[config.mk]
export PLATFORM = sky130hd
export DESIGN_NAME = program_counter
export DESIGN_NICKNAME = d
export VERILOG_FILES = /design/src/rtl/rv_pkg.sv /design/src/rtl/program_counter.sv
export SDC_FILE = /design/constraint.sdc
export NUM_CORES = 1
export LEC_CHECK = 0
export CORE_MARGIN = 2
export CORE_UTILIZATION = 29
export CTS_CLUSTER_SIZE = 24
export DETAILED_ROUTE_END_ITERATION = 16
export PLACE_DENSITY_LB_ADDON = 0.08
export SETUP_SLACK_MARGIN = 0.05
export SYNTH_ARGS = -nofsm -noshare
export SYNTH_HDL_FRONTEND = slang
export SYNTH_SLANG_ARGS = --single-unit
export TNS_END_PERCENT = 5
[constraint.sdc]
create_clock -name clk -period 0.8 [get_ports clk]
set_input_delay 0.08 -clock clk [delete_from_list [all_inputs] [get_ports clk]]
set_output_delay 0.08 -clock clk [all_outputs]
set_load 0.005 [all_outputs]
[src/rtl/rv_pkg.sv]
// Shared RV32 datapath constants and types: architectural width, address type
// and the program-counter reset vector.
package rv_pkg;

    localparam int XLEN = 32;

    typedef logic [XLEN-1:0] addr_t;

    localparam addr_t RESET_PC = 32'h0000_0000;

endpackage : rv_pkg

[src/rtl/program_counter.sv]
// Architectural program-counter register: loads the next-PC value every clock.
// Optional feature macro PC_ALIGN_EN forces PC[1:0] to zero on every load.
module program_counter
    import rv_pkg::*;
#(
    parameter int                WIDTH        = XLEN,
    parameter logic [WIDTH-1:0]  RESET_VECTOR = WIDTH'(RESET_PC)
) (
    input  logic             clk,
    input  logic             reset,
    input  logic [WIDTH-1:0] PCNext,
    output logic [WIDTH-1:0] PC
);

`ifdef PC_ALIGN_EN
    // Word-aligned fetch: a misaligned target never reaches instruction memory.
    localparam logic [WIDTH-1:0] RESET_VALUE = {RESET_VECTOR[WIDTH-1:2], 2'b00};

    logic [WIDTH-1:0] load_s;
    assign load_s = {PCNext[WIDTH-1:2], 2'b00};
`else
    localparam logic [WIDTH-1:0] RESET_VALUE = RESET_VECTOR;

    logic [WIDTH-1:0] load_s;
    assign load_s = PCNext;
`endif

    // PC register: reset wins, otherwise reload unconditionally every cycle.
    always_ff @(posedge clk) begin
        if (reset) begin
            PC <= RESET_VALUE;
        end else begin
            PC <= load_s;
        end
    end

endmodule : program_counter

# Word level (Yosys, flattened, before mapping)
# Index checks and enable logic that the tools add are counted.
dict set report word_totals {
  inputBits 34
  regBits 32
  output_inout_bits 32
}

# Logic depth before layout (Yosys ltp)
# Gate-level depths: netlist (run 1).
dict set report depth {
  ltp_word 0
  mapped_depth 2
  mapped_depth_nobuf 1
}

# Worst setup path before layout (run 1)
# Ideal clock, no wire load.
dict set report synth_path {
  path_kind {reg2out}
  start {reg PC[0]}
  end {out PC[0]}
  setup_slack_ns 0.422
  arrival_ns 0.298
  t_required_ns 0.720
  stages_incl_launch_ff 1
  cell_sequence {dfxtp_1}
}
# element line
set synth_rtl {}
lappend synth_rtl {{from (decl)} program_counter.sv:12} ;# output logic [WIDTH-1:0] PC
lappend synth_rtl {{from (signal assigned)} program_counter.sv:33} ;# PC <= load_s;
# No word-level cell between the ends.

# Worst setup path in the final report (run 1)
dict set report layout_path {
  start {reg PC[0]}
  end {out PC[0]}
}
# No word-level cell between the ends.

==> impl_metrics.yaml, run 1 <==
clock_tree:
  cts-resized-gates: 132
  ctsRootBufferMaster: "clkbuf_4"
  ctsHtreeMaxLevel: 2
  cts_tree: "built"
  numCtsBuffers: 5
  clk_pin_slew_ns: 0.09
  post_cts_buffers: 0
  clock_path_buffers: 2
  cts.sinks: 32
  hold_buffers: 0
global_routing:
  grt_pass1_wl_mm: 2.85
  grt_max_degree: 33
  antenna_found_initial: 0
  overflow: 0
  grt_pass1_vias: 658
  grtUsageTotal: 0.118
run:
  max_cap_violations: 0
power_and_ir_drop:
  p_leak_nw: 0.664
  seqPwrFrac: 0.577
  ir_worst_vdd_v: 0.00147
  power_density_nw_per_um2: 2010
  clkPwrFrac: 0.306
  p_comb_frac: 0.117
  p_switching_mw: 0.583
  swShare: 0.198
  internal_power_mw: 2.36
setup_path:
  path_buf_inv: 1
  crit_slowest_cell: "dfxtp_2"
  setup.worst_path.end_class: "output port"
  worstSetupStartpointType: "flip-flop"
  critical-path-top-delay-family: "flip-flops"
  worstPathMaxFanout: 1
  worstSetupPathType: "flip-flop to output port"
  critPathLaunch: "PC[0]"
  slowest_delay_ns: 0.32
  cp_data_arrival_time_ns: 0.75
  crit_required_ns: 0.72
  crit_chain: "buf_2"
floorplanning:
  die_area_um2: 3430
  die_y_um: 58.6
  std_cell_rows: 19
  coreArea_um2: 2780
  die_w_um: 58.6
  start_util: 0.310
  num_io_pins: 66
final_layout:
  final_util: 0.528
  largest_reg_flops: 32
  num_antenna_cells: 0
  reg_top3: "PC: 32 flops"
  largest_register: "PC"
  final_cells: 169
  layout.nets: 171
  syn_to_final_growth_pct: 70.0
  drive_above_1_share: 0.319
timing:
  timing.fmax_mhz: 1200
  rsz0062_at_grt: "true"
  period_minus_slack_ns: 0.831
  hold_viol: 0
  maxSlewViolCount: 0
  slew_headroom: 0.910
  fin_ws_ns: -0.0309
  holdWs_ns: 0.302
  tightest_slew_ns: 0.135
  finalCritPeriodShare: 1.04
  final-setup-viol-count: 32
synth:
  synth.top_cell.area_share: 0.742
  ys_ff_latch: 32
  ys_top_cells_by_area: "dfxtp_1 74%, nor2b_1 23%, buf_4 2.6%"
  syn-num-nets: 101
  synthesis.area_um2: 863
  yosys_warnings: 0
  yosysSeqAreaShare: 0.742
  avgSynthCellArea_um2: 12.9
  synth_cell_types: 3
  synth_area_leader_cell: "dfxtp_1"
  syn_inst: 67
placed_design:
  place_ws_ns: -0.175
  gp_congestion: 0.625
  dpl.hpwl_mm: 1.34
  numPortBuffers: 65
  dp_cells: 161
worst_hold_path:
  min_from: "PCNext[19]"
  holdPathEnd: "PC[19]"
  whs_path_depth: 2
  min_path_type: "primary input to flip-flop"
routing:
  vias: 676
  drt_wl_total_mm: 1.82
  drt-wirelength-per-cell_um: 10.8
  drtIter0Drc: 6
  dr.pass1.iters: 2
  detail_route.vias_per_cell: 4.00
  antenna_left: 0
  drc: 0
outcome:
  violations: "setup timing"
  status: "finished with violations"
synth_stat cells:
master,count
dfxtp_1,32
nor2b_1,32
buf_4,3
through the flow:
stage	power, mW	area [um2]	setup TNS, ns
3_5_place_dp	2.16	1550	-7.27
6_report	2.94	1470	-0.410
3_3_place_gp	2.15	1550	-6.99
5_1_grt	3.12	1470	-2.20
2_1_floorplan	1.83	863	0
4_1_cts	3.01	1450	-1.35
metal layers:
metal,up-vias,part of all wire,GRT usage
met1,289,0.37,0.117
met3,6,0.13,0.0703
met2,43,0.47,0.189
met5,-,0,0
li1,338,-,-
met4,0,0.024,0.0698
power by group through the flow:
stage          registers (mW)  clock network [mW]  logic, mW
5_1_grt                  1.71                1.04      0.376
4_1_cts                  1.70               0.962      0.347
2_1_floorplan            1.75                   0     0.0766
3_3_place_gp             1.73                   0      0.419
6_report                 1.70               0.900      0.345
3_5_place_dp             1.74                   0      0.425
placed cells by master, fill, tap and decap left out:
| cell type | n |
|---|---|
| buf_6 | 2 |
| buf_2 | 30 |
| dfxtp_2 | 5 |
| buf_12 | 1 |
| dfxtp_1 | 27 |
| clkbuf_8 | 1 |
| nor2b_1 | 32 |
| clkbuf_1 | 2 |
| clkbuf_4 | 5 |
| clkdlybuf4s50_1 | 33 |
layout make-up:
class,count,area (um2)
multi-input cells,32,200
flip-flops and latches,32,647
clock buffers,8,58.8
well taps,31,38.8
repair buffers,66,523
fillers,269,1310
cells by family after synthesis:
group,synth area share
flops,0.742
simple gates,0.232
buf+inv,0.0261
how the worst max path moves through the flow:
stage / slack, ns / cells past startpoint / endpoint
floorplan: 0.42 / 0 / PC[0]
detailed placement: -0.17 / 3 / PC[31]
finish: -0.03 / 1 / PC[0]
CTS: -0.06 / 1 / PC[2]
global placement: -0.16 / 3 / PC[4]
global route: -0.08 / 1 / PC[0]
Power figures use the tool's default switching activity.
==> run 2: changes to the inputs <==
- TNS_END_PERCENT: 5 -> 30
==> run 2 against run 1 <==
Against the previous run:
- the run still ends with setup timing left
- maximum frequency about the same
- hold slack unchanged
- non-clock buffer count unchanged
- clock power about the same
- sequential power barely moved
- final cell count unchanged
- clock-buffer cell count unchanged
- via count unchanged
- combinational power barely moved
- first-iteration DRC count unchanged
- core utilization increased by 0.27 points
- largest cell class unchanged
==> impl_metrics.yaml, run 2 (synthesis results as in run 1) <==
routing:
  dr.pass1.iters: 2
  vias: 676
  detail_route.vias_per_cell: 4.00
  drtIter0Drc: 6
  drc: 0
  drt-wirelength-per-cell_um: 10.8
  antenna_left: 0
  drt_wl_total_mm: 1.82
outcome:
  status: "finished with violations"
  violations: "setup timing"
clock_tree:
  ctsRootBufferMaster: "clkbuf_4"
  cts_tree: "built"
  numCtsBuffers: 5
  cts.sinks: 32
  clk_pin_slew_ns: 0.09
  clock_path_buffers: 2
  hold_buffers: 0
  ctsHtreeMaxLevel: 2
  post_cts_buffers: 0
  cts-resized-gates: 132
timing:
  rsz0062_at_grt: "true"
  fin_ws_ns: -0.0310
  slew_headroom: 0.910
  finalCritPeriodShare: 1.04
  tightest_slew_ns: 0.135
  final-setup-viol-count: 32
  period_minus_slack_ns: 0.831
  finalSetupTns_ns: -0.415
  hold_viol: 0
  timing.fmax_mhz: 1200
  maxSlewViolCount: 0
power_and_ir_drop:
  power.total_mw: 2.95
  power_density_nw_per_um2: 2000
  internal_power_mw: 2.36
  ir_worst_vdd_v: 0.00147
  p_switching_mw: 0.584
  swShare: 0.198
  p_leak_nw: 0.666
  clkPwrFrac: 0.305
  p_comb_frac: 0.118
  seqPwrFrac: 0.577
final_layout:
  largest_reg_flops: 32
  final_cells: 169
  num_antenna_cells: 0
  fillers: 267
  reg_top3: "PC: 32 flops"
  layout.nets: 171
  largest_register: "PC"
  final_common_cell: "clkdlybuf4s50_1"
  drive_above_1_share: 0.326
  layout_common_cells: "33 x clkdlybuf4s50_1, 32 x nor2b_1, 29 x buf_2"
  final_util: 0.530
  syn_to_final_growth_pct: 70.9
worst_hold_path:
  min_path_type: "primary input to flip-flop"
  whs_path_depth: 2
floorplanning:
  start_util: 0.310
  num_io_pins: 66
  die_area_um2: 3430
  die_w_um: 58.6
  coreArea_um2: 2780
  std_cell_rows: 19
  die_y_um: 58.6
setup_path:
  worstPathMaxFanout: 1
  slowest_delay_ns: 0.32
  critical-path-top-delay-family: "flip-flops"
  crit_required_ns: 0.72
  setup.worst_path.end_class: "output port"
  crit_slowest_cell: "dfxtp_2"
  crit_chain: "buf_2"
  path_buf_inv: 1
  crit_cells: 1
  worstSetupPathType: "flip-flop to output port"
  worstSetupStartpointType: "flip-flop"
  cp_data_arrival_time_ns: 0.75
placed_design:
  numPortBuffers: 65
  gp_congestion: 0.625
  dpl.hpwl_mm: 1.34
  dp_cells: 161
run:
  max_cap_violations: 0
global_routing:
  grt_pass1_vias: 658
  antenna_found_initial: 0
  overflow: 0
  grt_max_degree: 33
  grtUsageTotal: 0.118
  grt_pass1_wl_mm: 2.85
==> run 2: power by group through the flow <==
stage / clock (mW) / sequential, mW / combinational [mW]
3_5_place_dp: 0 / 1.74 / 0.425
3_3_place_gp: 0 / 1.73 / 0.419
2_1_floorplan: 0 / 1.75 / 0.0766
5_1_grt: 1.04 / 1.71 / 0.380
4_1_cts: 0.962 / 1.70 / 0.347
6_report: 0.900 / 1.70 / 0.348
==> run 2: metrics by stage <==
step / setup WS (ns) / hold WS, ns / area, um2
after floorplan: 0.422 / 0.152 / 863
after global placement: -0.165 / 0.638 / 1550
after CTS: -0.0632 / 0.280 / 1450
after detailed placement: -0.175 / 0.640 / 1550
after global routing: -0.0848 / 0.281 / 1480
final: -0.0310 / 0.302 / 1480
==> run 2: worst paths after layout <==
kind	to	slack, ns	start
hold / removal	PC[19]	0.30	PCNext[19]
setup / recovery	PC[0]	-0.03	PC[0]
==> run 2: metal layers <==
layer / GRT usage / part of all wire / vias up
met2: 0.189 / 0.47 / 43
li1: - / - / 338
met4: 0.0698 / 0.024 / 0
met1: 0.117 / 0.37 / 289
met5: 0 / 0 / -
met3: 0.0703 / 0.14 / 6
==> run 2: layout make-up <==
class                      instances  area, um2  area share
sequential                        32        648       0.439
timing repair buffer              66        529       0.359
multi-input combinational         32        200       0.136
clock buffer                       8       58.8      0.0399
tap                               31       38.8      0.0263
==> run 3: changes to the inputs <==
- GPL_TIMING_DRIVEN: unset -> 0
==> run 3 against run 2 <==
Against the previous run:
- clock power is 2% higher
- die area unchanged
- the flow still finishes with violations (setup timing)
- via count rose by 2.7%
==> impl_metrics.yaml, run 3 (synthesis results as in run 1) <==
setup_path:
  crit_slowest_cell: "dfxtp_2"
  setup.worst_path.end_class: "output port"
  slowest_delay_ns: 0.33
  worstSetupStartpointType: "flip-flop"
  cp_data_arrival_time_ns: 0.75
  critical-path-top-delay-family: "flip-flops"
  worstSetupPathType: "flip-flop to output port"
  crit_required_ns: 0.72
  crit_chain: "buf_6"
  worstPathMaxFanout: 1
  path_buf_inv: 1
global_routing:
  grt_max_degree: 11
  grtUsageTotal: 0.117
  overflow: 0
  grt_pass1_wl_mm: 2.86
  antenna_found_initial: 0
  grt_pass1_vias: 659
routing:
  routed.top_layer: "met4"
  drt-wirelength-per-cell_um: 10.8
  detail_route.vias_per_cell: 4.06
  dr.pass1.iters: 1
  antenna_left: 0
  wl_met2_um: 846
  wl_met1_um: 695
  dr_wl_met3_um: 265
  drc: 0
  vias: 694
  drtIter0Drc: 0
  drt_wl_total_mm: 1.84
worst_hold_path:
  min_path_type: "primary input to flip-flop"
timing:
  finalSetupTns_ns: -0.478
  fin_ws_ns: -0.0345
  timing.fmax_mhz: 1200
  slew_headroom: 0.882
  rsz0062_at_grt: "true"
  maxSlewViolCount: 0
  final-setup-viol-count: 32
  finalCritPeriodShare: 1.04
  holdWs_ns: 0.297
  period_minus_slack_ns: 0.834
  hold_viol: 0
  tightest_slew_ns: 0.177
floorplanning:
  start_util: 0.310
  die_y_um: 58.6
  die_w_um: 58.6
  coreArea_um2: 2780
  std_cell_rows: 19
  die_area_um2: 3430
  num_io_pins: 66
clock_tree:
  cts_tree: "built"
  numCtsBuffers: 5
  cts.sinks: 32
  ctsHtreeMaxLevel: 2
  clk_pin_slew_ns: 0.09
  ctsRootBufferMaster: "clkbuf_4"
  hold_buffers: 0
  clock_path_buffers: 2
final_layout:
  reg_top3: "PC: 32 flops"
  final_common_cell: "clkdlybuf4s50_1"
  layout.nets: 173
  num_antenna_cells: 0
  layout_common_cells: "33 x clkdlybuf4s50_1, 32 x nor2b_1, 31 x buf_2"
  final_util: 0.526
  final_area_um2: 1460
  drive_above_1_share: 0.329
  largest_reg_flops: 32
  syn_to_final_growth_pct: 69.6
  largest_register: "PC"
placed_design:
  gp_congestion: 0.626
  dpl.hpwl_mm: 1.39
  dpl-instance-area_um2: 1550
  numPortBuffers: 65
  place_ws_ns: -0.221
power_and_ir_drop:
  p_leak_nw: 0.668
  power_density_nw_per_um2: 2020
  ir_worst_vdd_v: 0.00136
outcome:
  violations: "setup timing"
  status: "finished with violations"
run:
  max_cap_violations: 0
## run 3: worst paths after layout
kind,start,endpoint,depth (start not counted)
min,PCNext[19],PC[19],2
max,PC[19],PC[19],1
## run 3: per-layer routing
layer	global-route usage	vias up
met2	0.185	43
met1	0.121	301
li1	-	344
met4	0.0598	0
met3	0.0703	6
met5	0	-
## run 3: final cells by class
class | count | area [um2]
fill | 275 | 1320
sequential | 32 | 647
timing repair buffer | 65 | 497
multi-input combinational | 32 | 200
clock buffer | 8 | 58.8
tap | 31 | 38.8
buffer | 3 | 22.5
## run 3: what timing repair did
item | CTS | global route
setup buffers | 0 | 0
endpoints found under the setup margin | 32 | 32
gates resized for setup | 130 | 1
## run 3: report_power, final
| group | leakage, nW | internal [mW] | total, mW | switching (mW) |
|---|---|---|---|---|
| logic | 0.367 | 0.244 | 0.340 | 0.0965 |
| registers | 0.268 | 1.68 | 1.70 | 0.0181 |
| clock network | 0.0326 | 0.433 | 0.916 | 0.483 |
## run 3: through the flow
| stage | instances | total power, mW |
|---|---|---|
| final | 171 | 2.95 |
| after CTS | 171 | 3.02 |
| after detailed placement | 163 | 2.16 |
| after global placement | 163 | 2.15 |
| after floorplan | 67 | 1.83 |
| after global routing | 171 | 3.13 |
